`config.mk`:
```
export PLATFORM = sky130hd
export DESIGN_NAME = cpu_nic
export DESIGN_NICKNAME = d
export VERILOG_FILES = /design/src/rtl/cpu_nic.sv
export SDC_FILE = /design/constraint.sdc
export NUM_CORES = 1
export LEC_CHECK = 0
export ABC_AREA = 1
export CORE_AREA = 5 5 122 135
export CTS_BUF_LIST = sky130_fd_sc_hd__clkbuf_4
export DETAILED_ROUTE_END_ITERATION = 16
export DIE_AREA = 0 0 127 140
export GPL_ROUTABILITY_DRIVEN = 1
export HOLD_SLACK_MARGIN = 0.1
export PLACE_DENSITY_LB_ADDON = 0.15
export SYNTH_ARGS = -nofsm -noshare
export SYNTH_HDL_FRONTEND = slang
export SYNTH_SLANG_ARGS = --single-unit
```
`constraint.sdc`:
```
create_clock -name clk -period 3.7 [get_ports clk]
set_input_delay 0.37 -clock clk [delete_from_list [all_inputs] [get_ports clk]]
set_output_delay 0.37 -clock clk [all_outputs]
set_load 0.05 [all_outputs]
```
`src/rtl/cpu_nic.sv`:
```
// NIC between the processor's load/store port and the mesh router's local port.
// One single-entry buffer per direction, each with a full flag.
module cpu_nic #(
    parameter int DATA_WIDTH = 64
) (
    input  logic                  clk,
    input  logic                  reset,
    input  logic [1:0]            addr_nic,
    input  logic [0:DATA_WIDTH-1] d_in_nic,
    output logic [0:DATA_WIDTH-1] d_out_nic,
    input  logic                  nicEn,
    input  logic                  nicWrEn,
    input  logic                  net_si,
    output logic                  net_ri,
    input  logic [0:DATA_WIDTH-1] net_di,
    output logic                  net_so,
    input  logic                  net_ro,
    output logic [0:DATA_WIDTH-1] net_do,
    input  logic                  net_polarity
);

    logic [0:DATA_WIDTH-1] in_buf;
    logic [0:DATA_WIDTH-1] out_buf;
    logic                  in_full;
    logic                  out_full;
    logic                  cpu_rd;
    logic                  cpu_wr;

    assign cpu_rd = nicEn & ~nicWrEn;
    assign cpu_wr = nicEn & nicWrEn;

    assign net_ri = ~in_full;
    // Bit 0 is the VC bit; it must match the router's current polarity to send.
    assign net_so = out_full & net_ro & (out_buf[0] == net_polarity);
    assign net_do = out_buf;

    always_comb begin
        d_out_nic = '0;
        if (cpu_rd) begin
            case (addr_nic)
                2'b00: d_out_nic = in_buf;
                2'b01: d_out_nic[DATA_WIDTH-1] = in_full;
                2'b10: d_out_nic = '0;
                2'b11: d_out_nic[DATA_WIDTH-1] = out_full;
                default: d_out_nic = '0;
            endcase
        end
    end

    always_ff @(posedge clk or posedge reset) begin
        if (reset) begin
            in_buf   <= '0;
            in_full  <= 1'b0;
            out_buf  <= '0;
            out_full <= 1'b0;
        end else begin
            if (cpu_rd && addr_nic == 2'b00)
                in_full <= 1'b0;
            // net_ri is low whenever a read could clear a full buffer, so these never collide.
            if (net_si && net_ri) begin
                in_buf  <= net_di;
                in_full <= 1'b1;
            end
            if (net_so) begin
                out_full <= 1'b0;
            end else if (cpu_wr && addr_nic == 2'b10 && !out_full) begin
                out_buf  <= d_in_nic;
                out_full <= 1'b1;
            end
        end
    end

endmodule

```
Yosys cells after proc, flatten, opt, wreduce, memory -nomap -nowiden
Cells that the tools add are included.

word-level totals
  bits of input ports = 137
  register bits after elaboration = 130
  word-level logic and storage cells = 31
  output and inout port bits = 130

cells by class
  bitwise operators = 7
  equal/unequal tests = 4
  reduce and logical (&&, ||, !) cells = 9
  multiplexer cells = 7

operators with widths
  operator                                             count
  two-way mux 64 bit                                   1
  two-way mux 63 bit                                   1
  AND 1 bit                                            4
  equality test 2 bit, second input constant           2
  logical AND 1 bit                                    4
  two-way mux 1 bit                                    4
  one-hot mux 1 bit (4 select lines)                   1
  nonzero test 2 bit                                   2
  NOT 1 bit                                            3
  equality test 2 x 1 -> 1 bit, second input constant  1
  zero test 2 bit                                      1
  AND reduction 2 bit                                  1
  equality test 1 bit                                  1
  zero test 1 bit                                      1

Depth between registers and ports, before layout
  depth in word-level cells = 5
  depth in mapped cells = 7
  gate-level depth less buffers = 5

Least setup slack after synthesis
No wires, ideal clock.

  path type = register -> output
  from = register out_full
  to = output d_out_nic[63] (netlist bit)
  path buffers = 1
  setup slack = 1570 ps
  arrival = 1760 ps
  cell stages (with the launch flop) = 6
  data required time = 3330 ps
  path through = dfrtp_1 > inv_1 > buf_2 > nand2_1 > o21ai_0 > o21ai_0

on the way
  cells in the longest elaborated chain, start to end = 2

ends and longest elaborated chain
  what                                line  text
  from (decl)                         25    logic out_full;
  from (signal assigned)              55    out_full <= 1'b0;
  from (signal assigned)              65    out_full <= 1'b0;
  from (signal assigned)              68    out_full <= 1'b1;
  one-hot mux 1 bit (4 select lines)  40    case (addr_nic)
  two-way mux 64 bit                  39    if (cpu_rd) begin
  to (decl)                           10    output logic [0:DATA_WIDTH-1] d_out_nic,

No other way between the ends.

Final worst setup path
  from = input nicEn
  to = output d_out_nic[8] (netlist bit)

on the way
  cells in the longest elaborated chain, start to end = 2

ends and longest elaborated chain
  what                line  text
  from (decl)         11    input logic nicEn,
  AND 1 bit           29    assign cpu_rd = nicEn & ~nicWrEn;
  two-way mux 64 bit  39

No other way between the ends.

==> impl_metrics.ini <==
[place]
portBuffers = 266
gp_congestion = 0.783
dp_hpwl_um = 12100

[floorplanning]
coreArea_mm2 = 0.0149
die_area_mm2 = 0.0178
ios = 267
initial_core_util = 0.372
die_y_um = 140
rows = 47
fp.dieW_um = 127

[sta]
slew_violations = 0
clock.fmax_mhz = 353
fin_crit_ns = 2.84
skew_ns = 0.0125
hold_ws_ns = 0.371
rsz0062_at_grt = no
hold_viol = 0
slew_headroom = 0.326
finalCritPeriodShare = 0.766
worstMarginPinSlew_ns = 1.01
finalSetupTns_ns = 0
setup_viol = 0

[global_route]
grt_max_degree = 105
grt_pass1_vias = 5340
grt_pass1_wl_um = 27500
grt.total_usage = 0.194
grt_overflow = 0
grt_antenna_before_repair = 0

[pwr]
p_leak_nw = 4.40
p_total_w = 0.00698
power_density_mw_per_mm2 = 766
ir_worst_vdd_uv = 323

[setup_path]
worstSetupPathType = in2out
critPathArrivalTime_ns = 2.47
required_ns = 3.33
crit_fanout = 24
start_kind = primary input
cp-end-kind = output pin

[clock_tree]
clkTransAtPathRegs_ns = 0.12
clock_sinks = 130
cts_resized = 0
hold_buffers = 0
clk_root_buffer_cell = clkbuf_4
numCtsBuffers = 17
ctsHtreeMaxLevel = 4
clock_path_buffers = 2
clk_latency_ns = 0.52
cts_tree = yes
post-cts-setup-buffer-count = 0

[synthesis]
synth_top_area_frac = 0.585
async_flop_share = 1.00
yosys.area.top_type = dfrtp_1
synth.most_common_cell = nand2_1
yosysSeqAreaShare = 0.585
syn-instance-count = 678
synth_area_leaders = dfrtp_1 59%, nand2_1 14%, nand3_1 8.1%, nor2_1 7.4%, a21oi_1 3.5%
yosys_warnings = 0
synth_cell_types = 15
syn-cell-area_mm2 = 0.00556
ys_ff_latch = 130
synth-edff-count = 0
synth_top_flop_cell = dfrtp_1
yosys-top-cells-count = 212 x nand2_1, 130 x dfrtp_1, 109 x nor2_1, 90 x nand3_1, 48 x inv_1
avgSynthCellArea_um2 = 8.20
synth_nets = 815

[layout]
final_nets = 1066
syn2layout_area_growth_pct = 63.9
n_antenna_cell = 0
fillerInstances = 1374
drive_above_1_share = 0.0914

[worst_hold_path]
hp-class = in2async

[route]
wl_met3_um = 1700
dr_wl_met2_um = 8290
num_vias = 5250
drt_first_pass_iters = 4
ant_nets = 0
wl_per_cell_um = 14.9
drcViolationCount = 0
highest_layer = met4
wl_um = 16900
post_drt_via_cell_ratio = 4.62
met1_length_um = 6780
drt-initial-drc-count = 235

[flow_run]
drv_cap = 0

[status]
outcome = complete, no violations
==> cell type report <==
| class | instances | area [um^2] | area share |
|---|---|---|---|
| Sequential cell | 130 | 3250 | 0.357 |
| Clock inverter | 14 | 262 | 0.0287 |
| Multi-Input combinational cell | 455 | 1900 | 0.208 |
| Tap cell | 196 | 245 | 0.0269 |
| Clock buffer | 17 | 128 | 0.0140 |
| Inverter | 49 | 188 | 0.0206 |
| Timing Repair Buffer | 276 | 3140 | 0.345 |
==> power by group <==
part | internal (W) | switching [W]
Clock | 0.000737 | 0.000538
Combinational | 0.00110 | 0.00223
Sequential | 0.00207 | 0.000308
Total | 0.00390 | 0.00308
==> cell families (layout without fill, tap and decap cells) <==
logic type	after synthesis	in the layout	synth area share
AND/OR/NAND/NOR	414	414	0.302
flip-flops	130	130	0.585
buffers and inverters	93	356	0.0761
AO/OA/AOI/OAI	41	41	0.0369
==> worst paths after layout <==
kind / start / end / slack [ns] / cells past startpoint
min: reset / net_do[8]$_DFFE_PP0P_ / 0.37 / 2
min in group clk: d_in_nic[15] / net_do[15]$_DFFE_PP0P_ / 0.39 / 3
max reg2reg: in_full$_DFFE_PP0P_ / in_buf[43]$_DFFE_PP0P_ / 1.68 / 4
min reg2reg: net_do[57]$_DFFE_PP0P_ / net_do[57]$_DFFE_PP0P_ / 0.48 / 2
max in group asynchronous: reset / net_do[18]$_DFFE_PP0P_ / 2.46 / 3
max: nicEn / d_out_nic[8] / 0.86 / 6
==> per-stage QoR <==
stage,setup slack [ns],instances,area (um^2),util
final,0.864,1137,9110,0.610
after global routing,0.687,1137,9110,0.610
after CTS,0.847,1137,9110,0.610
after detailed placement,0.865,1106,8720,0.584
after global placement,0.919,1106,8720,0.584
after floorplan,1.57,678,5560,-
==> state kept, by name, summed over array words and instances, names as in the netlist <==
register and flops:
in_full 1, in_buf 64, out_full 1, net_do 64
==> routing by layer <==
layer / up-vias / GRT usage
met5: - / 0
met4: 0 / 0.0423
met3: 11 / 0.0853
met2: 183 / 0.324
met1: 2451 / 0.232
li1: 2605 / -
==> cells in the final DEF (no fill, tap or decap) <==
cell type | netlist | layout
bufinv_16 | 0 | 7
nand3_1 | 90 | 90
buf_4 | 1 | 9
clkdlybuf4s50_1 | 0 | 227
buf_12 | 0 | 40
o21ai_0 | 2 | 2
clkbuf_4 | 0 | 17
clkinv_1 | 0 | 1
nor2_1 | 109 | 108
a21oi_1 | 39 | 39
clkinv_2 | 0 | 1
inv_1 | 48 | 46
nor2_4 | 0 | 1
clkinv_4 | 0 | 4
dfrtp_1 | 130 | 130
nand2_1 | 212 | 212
inv_2 | 1 | 2
clkinvlp_4 | 0 | 2
nand3_2 | 1 | 1
nor2_2 | 1 | 1
nand2_4 | 0 | 1
==> critical path, cell delays in order <==
cell and delay [ns]:
clkdlybuf4s50_1 0.48, inv_1 0.04, nor2_1 0.18, inv_1 0.35, nor2_1 0.21, clkdlybuf4s50_1 0.83
Note: power is estimated with default switching activity, not from simulation.
